File: src/rtl/arbiter8.sv
// Round-robin arbiter for 8 requesters with optional hold-time preemption.
// The one-hot grant is decoded from the registered grantee index.

module decoder38 (
  input  logic [2:0] sel,
  output logic [7:0] dec
);
  assign dec = 8'b0000_0001 << sel;
endmodule

module arbiter8 #(
  parameter int HOLD_MAX = 15
) (
  input  logic       clk,
  input  logic       rst_n,
  input  logic [7:0] req,
  output logic [7:0] gnt,
  output logic [2:0] idx,
  output logic       vld
);

  localparam int CNT_W = (HOLD_MAX == 0) ? 1 : $clog2(HOLD_MAX + 1);
  // Counter stops here: the preemption threshold, or all-ones when preemption is off
  localparam logic [CNT_W-1:0] CNT_SAT = (HOLD_MAX == 0) ? {CNT_W{1'b1}}
                                                         : CNT_W'(HOLD_MAX - 1);

  typedef enum logic {IDLE, BUSY} state_t;

  state_t           state, state_nx;
  logic [2:0]       idx_nx;
  logic [2:0]       last, last_nx;
  logic             vld_nx;
  logic [CNT_W-1:0] cnt, cnt_nx;
  logic [7:0]       dec;
  logic [2:0]       winner;
  logic             release_c;

  // Rotate so the search start sits at bit 0, take the lowest set bit, rotate back
  function automatic logic [2:0] rr_pick(input logic [7:0] r, input logic [2:0] start);
    logic [15:0] dbl;
    logic [7:0]  rot;
    logic [2:0]  off;
    dbl = {r, r} >> start;
    rot = dbl[7:0];
    off = 3'd0;
    for (int i = 7; i >= 0; i--) begin
      if (rot[i]) off = 3'(i);
    end
    return start + off;
  endfunction

  decoder38 u_dec (
    .sel (idx),
    .dec (dec)
  );

  assign gnt    = vld ? dec : 8'h00;
  assign winner = rr_pick(req, last + 3'd1);

  assign release_c = !req[idx] ||
                     ((HOLD_MAX != 0) && (cnt == CNT_SAT) && ((req & ~gnt) != 8'h00));

  always_comb begin
    state_nx = state;
    idx_nx   = idx;
    vld_nx   = vld;
    last_nx  = last;
    cnt_nx   = cnt;
    case (state)
      IDLE: begin
        if (req != 8'h00) begin
          idx_nx   = winner;
          vld_nx   = 1'b1;
          cnt_nx   = '0;
          state_nx = BUSY;
        end
      end
      BUSY: begin
        if (release_c) begin
          vld_nx   = 1'b0;
          last_nx  = idx;
          state_nx = IDLE;
        end else if (cnt != CNT_SAT) begin
          cnt_nx = cnt + 1'b1;
        end
      end
      default: state_nx = IDLE;
    endcase
  end

  always_ff @(posedge clk or negedge rst_n) begin
    if (!rst_n) begin
      state <= IDLE;
      idx   <= 3'd0;
      vld   <= 1'b0;
      last  <= 3'd7;
      cnt   <= '0;
    end else begin
      state <= state_nx;
      idx   <= idx_nx;
      vld   <= vld_nx;
      last  <= last_nx;
      cnt   <= cnt_nx;
    end
  end

endmodule

File: config.mk
export PLATFORM = sky130hd
export DESIGN_NAME = arbiter8
export DESIGN_NICKNAME = d
export VERILOG_FILES = /design/src/rtl/arbiter8.sv
export SDC_FILE = /design/constraint.sdc
export NUM_CORES = 1
export LEC_CHECK = 0
export BUFFER_PORTS_ARGS = -buffer_cell sky130_fd_sc_hd__buf_4
export CELL_PAD_IN_SITES_DETAIL_PLACEMENT = 0
export CELL_PAD_IN_SITES_GLOBAL_PLACEMENT = 1
export CORE_MARGIN = 1.5
export CORE_UTILIZATION = 43
export DETAILED_ROUTE_END_ITERATION = 10
export MAX_ROUTING_LAYER = met4
export PLACE_DENSITY = 0.84
export SETUP_SLACK_MARGIN = 0.4
export SLEW_MARGIN = 25
export SYNTH_ARGS = -nofsm -noshare
export SYNTH_HDL_FRONTEND = slang
export SYNTH_HIERARCHICAL = 1
export SYNTH_SLANG_ARGS = --single-unit
File: constraint.sdc
create_clock -name clk -period 3.59 [get_ports clk]
set_input_delay 0.1795 -clock clk [delete_from_list [all_inputs] [get_ports clk]]
set_output_delay 0.1795 -clock clk [all_outputs]
set_load 0.03 [all_outputs]
# ---- After elaboration in Yosys (flattened, before gate mapping)
# Cells that the tools add are included.
# Widths: inputs -> output; s select.
dict set report word_totals {
  regBits 12
  input_bits 10
  output_inout_bits 12
  word_cells 50
}
dict set report classes {
  n_addsub 3
  n_lt_le_gt_ge 1
  eq_ne 6
  n_shift 2
  n_mux 21
  n_bitwise 3
  n_reduce_logical 9
}
# op count
set ops {}
lappend ops {{$mux 3} 8}
lappend ops {{$reduce_bool 8->1} 2}
lappend ops {{$shr 16x3->8} 1}
lappend ops {{$mux 4} 3}
lappend ops {{$and 8x8->8} 1}
lappend ops {{$mux 8} 1}
lappend ops {{$not 8->8} 1}
lappend ops {{$pmux 4 s2} 1}
lappend ops {{$shl 1x3->8 const A} 1}
lappend ops {{$reduce_and 2->1} 3}
lappend ops {{$mux 1} 5}
lappend ops {{$add 4x1->4 const B} 1}
lappend ops {{$eq 4x4->1 const B} 1}
lappend ops {{$lt 3x4->1 const B} 1}
lappend ops {{$ne 2x1->1 const B} 2}
lappend ops {{$ne 2x2->1 const B} 2}
lappend ops {{$ne 4x4->1 const B} 1}
lappend ops {{$pmux 1 s2} 2}
lappend ops {{$add 3x1->3 const B} 1}
lappend ops {{$add 3x3->3} 1}
lappend ops {{$bmux 1 s3} 1}
lappend ops {{$reduce_and 3->1} 1}
lappend ops {{$logic_and 1x1->1} 1}
lappend ops {{$logic_not 1->1} 1}
lappend ops {{2 further kinds} 2}

# ---- Longest topological paths before layout
# Gate-level depths: netlist of the first run.
dict set report depth {
  depth_word 11
  mapped_depth 13
}

# ---- Modules after synthesis
# Netlist of the first run, hierarchy kept.
# mod instances cells_per_inst area_each_um2
set modules_own_cells {}
lappend modules_own_cells {arbiter8 1 145 1316.3}
lappend modules_own_cells {decoder38 1 8 65.1}

# ---- Least setup slack after synthesis of the first run
# OpenSTA, ideal clock, no wires.
dict set report synth_path {
  kind {register to register}
  start {register last[0]}
  end {register idx[1]}
  t_arrival_ns 2.872
  t_required_ns 3.465
  setup_slack_ns 0.593
  path_stages_with_launch 10
  n_path_buf 1
  period_less_slack_ns 2.997
  path_cell_list {dfstp_2 -> ha_1 -> buf_2 -> and2b_1 -> a22o_2 -> mux4_2 -> a21o_1 -> ha_1 -> fa_1 -> mux2_2}
}
dict set report synth_between {
  elab_chain_len 11
}
# item line_no
set synth_lines {}
lappend synth_lines {{start, declared} 31} ;# logic [2:0] last, last_nx;
lappend synth_lines {{start signal, assigned} 102} ;# last <= last_nx;
lappend synth_lines {{$add 3x1->3 *} 58} ;# assign winner = rr_pick(req, last + 3'd1);
lappend synth_lines {{$shr 16x3->8} 43} ;# dbl = {r, r} >> start;
lappend synth_lines {{$mux 3 (8 in series)} 47} ;# if (rot[i]) off = 3'(i);
lappend synth_lines {{$add 3x3->3 *} 49} ;# return start + off;
lappend synth_lines {{net winner[1]} 35} ;# logic [2:0] winner;
lappend synth_lines {{end signal, assigned} 100} ;# idx <= idx_nx;
lappend synth_lines {{end, declared} 18} ;# output logic [2:0] idx,
# Mark *: on every way through the listed nets, which the timed path passes. The rest lies on a longest branch.
# A chain may end at the register's enable or synchronous reset.

# ---- Worst setup path in the final report of the first run
# Ends and elaborated chain as after synthesis.

==> results.yml, run 1 <==
yosys:
  yosysUniqueCellTypes: 55
  synth_top_cell_by_area: "dfrtp_1"
  netlist_instances: 153
  syn-num-nets: 168
  ys.flop_type: "dfrtp_1"
  postSynthAreaPerCell_um2: 9.03
  async_reset_ff_share_pct: 100
  ys_ff_latch: 12
  yosys_warnings: 6
  synth-edff-count: 0
  ys_seq_area_share_pct: 22.0
  ys_top_cells_by_area: "dfrtp_1 (16%), mux2i_1 (9.4%), dfstp_2 (5.7%)"
  netlist_area_um2: 1380
  yosys.area.top_type_share_pct: 16.3
routing:
  via_per_inst: 5.85
  finalWirelength_um: 3390
  drt_first_pass_iters: 5
  via_count: 1286
  drc: 0
  postRouteAntennaNets: 0
  wl_per_cell_um: 15.4
  drt-initial-drc-count: 62
floorplan:
  fp.dieArea_um2: 3560
  placement_rows: 20
  initial_utilization_pct: 45.2
  pin_count: 22
  fp.dieW_um: 59.7
  die_h_um: 59.7
  core_um2: 3050
timing:
  fin_crit_ns: 2.97
  rsz0062_at_grt: "no"
  period_share_pct: 82.8
  drv_slew: 0
  clock_skew_ns: 0.000181
  maxSlewHeadroom_pct: 66.5
  setup_viol: 0
  finalSetupTns_ns: 0
  tightest_slew_ns: 0.498
  hold_viol: 0
  fin_hold_ws_ns: 0.279
  fmax_ghz: 0.336
placement:
  dpl.hpwl_um: 2590
  port-buffer-count: 21
  gp_congestion: 0.837
  dpl_cell_area_um2: 1560
cts:
  path_clk_slew_ns: 0.08
  h-tree-depth: 1
  cts_max_path_buffers: 2
  cts_num_sinks: 12
  cts-root-buf: "clkbuf_4"
  cts_setup_buffers: 0
  cts_buffers: 3
  clk_latency_ns: 0.27
  cts_tree: "built"
power:
  p_int_uw: 929
  clkPwrFrac_pct: 6.0
  seqPwrFrac_pct: 18.7
  switchingPower_uw: 866
  p_sw_share_pct: 48.2
  combPwrFrac_pct: 75.2
  irDropWorstVdd_mv: 0.525
  power.total_mw: 1.80
  p_per_area_nw_per_um2: 1100
  leakagePower_nw: 0.734
global_routing:
  antenna_found_initial: 0
  grt_overflow: 0
  grt_pass1_vias: 1292
  grt_max_degree: 23
  grt_first_pass_wirelength_um: 5980
  groute.usage.overall_pct: 22.6
worst_setup_path:
  required_ns: 3.75
  end_kind: "register"
  path_class: "register to register"
  critPathMaxStageDelay_ns: 0.57
  cp-start-kind: "register"
  arrival_ns: 3.13
  cpMaxStageDelayCell: "dfstp_2"
  cp_max_fo: 14
  path_cells: "ha_4, mux2i_2, mux2i_1, a211oi_1, o22a_1, o32ai_1, a21o_1, ha_1, fa_1, mux2_2"
final_layout:
  regArea_um2: 304
  design_area_um2: 1630
  n_antenna_cell: 0
  drive_gt1_share_pct: 30.1
  syn_to_final_growth_pct: 17.8
  nFillCells: 291
  fin_nets: 192
  multi_input_area_um2: 996
run:
  maxCapViolations: 0
run_status:
  outcome: "finished, final reports clean"
min_path:
  hold_class: "input port to async pin"
## power by group through the flow
stage	Sequential [mW]	Combinational [mW]	Clock, mW
after detailed placement	0.335	1.29	0
after global placement	0.324	1.25	0
final	0.336	1.35	0.108
after global routing	0.352	1.49	0.119
after floorplan	0.351	0.973	0
after CTS	0.332	1.30	0.112
## final cells by class
type,instances,area share [%]
Timing Repair Buffer,25,11.7
Tap cell,44,3.38
Clock buffer,4,2.23
Multi-Input combinational cell,123,61.2
Inverter,12,2.77
Sequential cell,12,18.7
## critical path: cells and delay by family, from the launching register on
family | cells | cell delay (ns)
adders and majority gates | 3 | 0.87
muxes | 3 | 0.75
AOI/OAI and AO/OA | 4 | 0.68
DFF | 1 | 0.57
## per-layer routing
layer | track usage, % | wire [µm]
met5 | - | 0
met2 | 36.3 | 1630
met3 | 4.11 | 128
met4 | 5.08 | 27
met1 | 29.6 | 1610
## cell families after synthesis
family	Yosys count	synth area share [%]
compound gates	37	19.4
xor+xnor	4	2.54
fa+ha+maj	6	5.80
buf+inv	18	7.34
flops	12	22.0
mux	21	19.5
simple gates	55	23.5
## state kept, by name, indices dropped and copies added, names as in the netlist
signal,flops
cnt,4
vld,1
idx,3
last,3
state,1
## repair_timing
| item | in CTS | in global routing |
|---|---|---|
| resized for setup | 0 | 4 |
| hold endpoints to repair | 12 | 0 |
| endpoints found under the setup margin | 0 | 2 |
| hold buffers | 1 | 0 |
## layout by cell type (no fill, tap or decap), types with 4 or more instances in the layout
master   synthesis  final
a21oi_1          6      6
and2_1           8      8
buf_4            1     24
dfrtp_1          9      9
inv_1           12     12
mux2i_1         13     11
nand2_1         10     10
nor2_1          11     11
o21ai_0          6      6
o22ai_1          5      5
o32ai_1          4      4
## final timing paths
path                            cells after the start  endpoint  slack (ns)     from
worst max-delay path                               10    idx[1]        0.62  last[0]
worst min-delay path                                2       vld        0.28    rst_n
worst max register to register                     10    idx[1]        0.62  last[0]
worst min register to register                      2    cnt[0]        0.55   cnt[0]
max in group asynchronous                           2   last[1]        3.08    rst_n
min in group clk                                    4     state        0.37   req[5]
## stage by stage
stage	setup slack (ns)	instances	utilization, %
detailed placement	0.459	215	51.1
finish	0.617	220	53.3
floorplan	0.593	153	-
CTS	0.443	220	52.6
global placement	0.566	215	51.1
global route	0.506	220	53.3
## cell usage after synthesis (3+ instances only)
library cell	count
dfrtp_1	9
nand2_1	10
and2_1	8
o32ai_1	4
mux2_4	3
mux2i_1	13
inv_1	12
o21ai_0	6
a21oi_1	6
and3b_2	3
nor3b_1	3
xnor2_1	3
dfstp_2	3
ha_1	4
nand3_1	3
nor2_1	11
o22ai_1	5
Power figures use the tool's default switching activity.
==> run 2, diff against run 1 <==
--- a/config.mk
+++ b/config.mk
@@ -9,10 +9,10 @@
 export CELL_PAD_IN_SITES_DETAIL_PLACEMENT = 0
 export CELL_PAD_IN_SITES_GLOBAL_PLACEMENT = 1
 export CORE_MARGIN = 1.5
-export CORE_UTILIZATION = 43
+export CORE_UTILIZATION = 39
 export DETAILED_ROUTE_END_ITERATION = 10
 export MAX_ROUTING_LAYER = met4
-export PLACE_DENSITY = 0.84
+export PLACE_DENSITY = 0.8
 export SETUP_SLACK_MARGIN = 0.4
 export SLEW_MARGIN = 25
 export SYNTH_ARGS = -nofsm -noshare
==> constraint.sdc (replaced) <==
create_clock -name clk -period 2.5 [get_ports clk]
set_input_delay 0.125 -clock clk [delete_from_list [all_inputs] [get_ports clk]]
set_output_delay 0.125 -clock clk [all_outputs]
set_load 0.03 [all_outputs]
==> run 2 against run 1 <==
  * The flow now finishes with violations (setup timing)
  * Critical path depth stayed put
  * Flip-flop and latch count stayed put
  * Total power is 72% higher
  * Clock skew is 0.0023 ns higher
  * First-iteration DRC count is 18% lower
  * Worst hold slack worse by 0.051 ns
  * Combinational power is 83% higher
  * Critical path type unchanged
  * Largest cell class unchanged
  * Largest power group unchanged
==> results.yml, run 2 (synthesized netlist as in run 1, its figures left out) <==
run_status:
  outcome: "finished, violations left"
  violations: "setup timing"
power:
  leakagePower_nw: 0.805
  p_sw_share_pct: 45.0
  combPwrFrac_pct: 79.7
  seqPwrFrac_pct: 15.4
  clkPwrFrac_pct: 4.9
  p_per_area_nw_per_um2: 1710
  p_int_mw: 1.70
  power.total_mw: 3.10
  switchingPower_mw: 1.39
  irDropWorstVdd_mv: 0.872
timing:
  setup_viol: 2
  tightest_slew_ns: 0.496
  drv_slew: 0
  period_share_pct: 113
  hold_viol: 0
  setup_ws_ns: -0.316
  fmax_ghz: 0.355
  fin_crit_ns: 2.82
  maxSlewHeadroom_pct: 66.8
  clock_skew_ns: 0.00245
  rsz0062_at_grt: "yes"
cts:
  cts_num_sinks: 12
  path_clk_slew_ns: 0.07
  cts-root-buf: "clkbuf_4"
  cts_tree: "built"
  h-tree-depth: 1
  cts_buffers: 3
  cts_max_path_buffers: 2
  clk_latency_ns: 0.27
final_layout:
  final_cell_mix: "buf_4 (31), nor2_1 (11), inv_1 (11)"
  largest_reg_flops: 4
  syn_to_final_growth_pct: 31.3
  fin_nets: 203
  largest_register: "cnt"
  n_antenna_cell: 0
  final_core_util_pct: 53.9
  reg_top3: "cnt (4), idx (3), last (3)"
  design_area_um2: 1810
  drive_gt1_share_pct: 40.6
  mostFrequentLayoutCell: "buf_4"
  nFillCells: 316
routing:
  top_layer: "met4"
  drc: 0
  via_per_inst: 5.54
  via_count: 1290
  route.met2.wl_um: 1900
  drt_first_pass_iters: 4
  met3_length_um: 50
  finalWirelength_um: 3530
  wl_per_cell_um: 15.1
  drt-met1-wl_um: 1510
  drt-initial-drc-count: 51
  postRouteAntennaNets: 0
worst_setup_path:
  rrSetupSlack_ns: -0.32
  path_class: "register to register"
  rr_endpoint: "idx[1]"
  rr_worst_depth: 10
  cp-start-kind: "register"
  arrival_ns: 2.98
  crit-reg2reg-launch: "last[1]"
  cp_max_fo: 7
  required_ns: 2.66
  end_kind: "register"
floorplan:
  die_h_um: 62.5
  fp.dieArea_um2: 3910
  core_um2: 3360
  pin_count: 22
  initial_utilization_pct: 41.1
  placement_rows: 21
  fp.dieW_um: 62.5
global_routing:
  grt_max_degree: 23
  grt_overflow: 0
  grt_first_pass_wirelength_um: 6080
  groute.usage.overall_pct: 20.0
  grt_pass1_vias: 1318
  antenna_found_initial: 0
placement:
  dpl_cell_area_um2: 1640
  dpl.hpwl_um: 2730
  port-buffer-count: 21
  gp_congestion: 0.936
min_path:
  hold_class: "input port to async pin"
run:
  maxCapViolations: 0
[run 2: changes by cell type in the layout (fill, tap and decap cells not counted), sizes merged]
cell  delta
buf     +11
[run 2: final cells by class]
class	count	area [µm²]	share of cell area (%)
sequential	12	304	16.8
timing repair buffer	36	288	15.9
clock buffer	4	36.3	2.00
inverter	12	45.0	2.48
multi-input combinational	123	1080	59.7
tap	46	57.6	3.17
[run 2: worst max-delay path by stage]
| stage | end | startpoint | cells after the start | slack [ns] |
|---|---|---|---|---|
| floorplan | idx[1] | last[0] | 9 | -0.37 |
| global placement | idx[1] | last[1] | 10 | -0.25 |
| detailed placement | idx[1] | last[1] | 11 | -0.41 |
| CTS | idx[1] | last[0] | 11 | -0.32 |
| global route | idx[1] | last[1] | 12 | -0.41 |
| finish | idx[1] | last[1] | 10 | -0.32 |
[run 2: power groups by stage]
stage               logic (mW)  registers [mW]  clock network [mW]
floorplan                 1.48           0.513                   0
global placement          2.01           0.466                   0
detailed placement        2.07           0.482                   0
CTS                       2.38           0.478               0.157
global route              2.69           0.500               0.169
finish                    2.47           0.476               0.152
[run 2: worst max-delay path: stages (launching register included)]
cell	delay, ns
dfstp_2	0.56
ha_4	0.24
buf_6	0.14
buf_4	0.13
nand2_1	0.07
o22ai_1	0.08
mux4_2	0.45
a21o_1	0.20
ha_4	0.16
fa_2	0.41
mux2_4	0.26
[run 2: metrics by stage]
step	cells	setup WS, ns	TNS, ns	hold WS, ns
global placement	225	-0.254	-0.449	-0.0315
finish	233	-0.316	-0.531	0.228
CTS	233	-0.319	-0.549	0.219
detailed placement	225	-0.408	-0.799	-0.0268
global route	233	-0.405	-0.737	0.226
floorplan	153	-0.368	-0.679	-0.171
[run 2: routing by layer]
| metal | vias up | global-route usage [%] |
|---|---|---|
| li1 | 638 | - |
| met1 | 631 | 22.1 |
| met2 | 17 | 37.1 |
| met3 | 4 | 1.08 |
| met4 | 0 | 8.33 |
| met5 | - | - |
[run 2: repair_timing]
action	in CTS	in global routing
buffers inserted	3	0
cloned	0	0
pin swaps	5	6
hold buffers	1	0
resized for setup	17	6
endpoints found under the setup margin	7	9
hold endpoints to repair	12	0
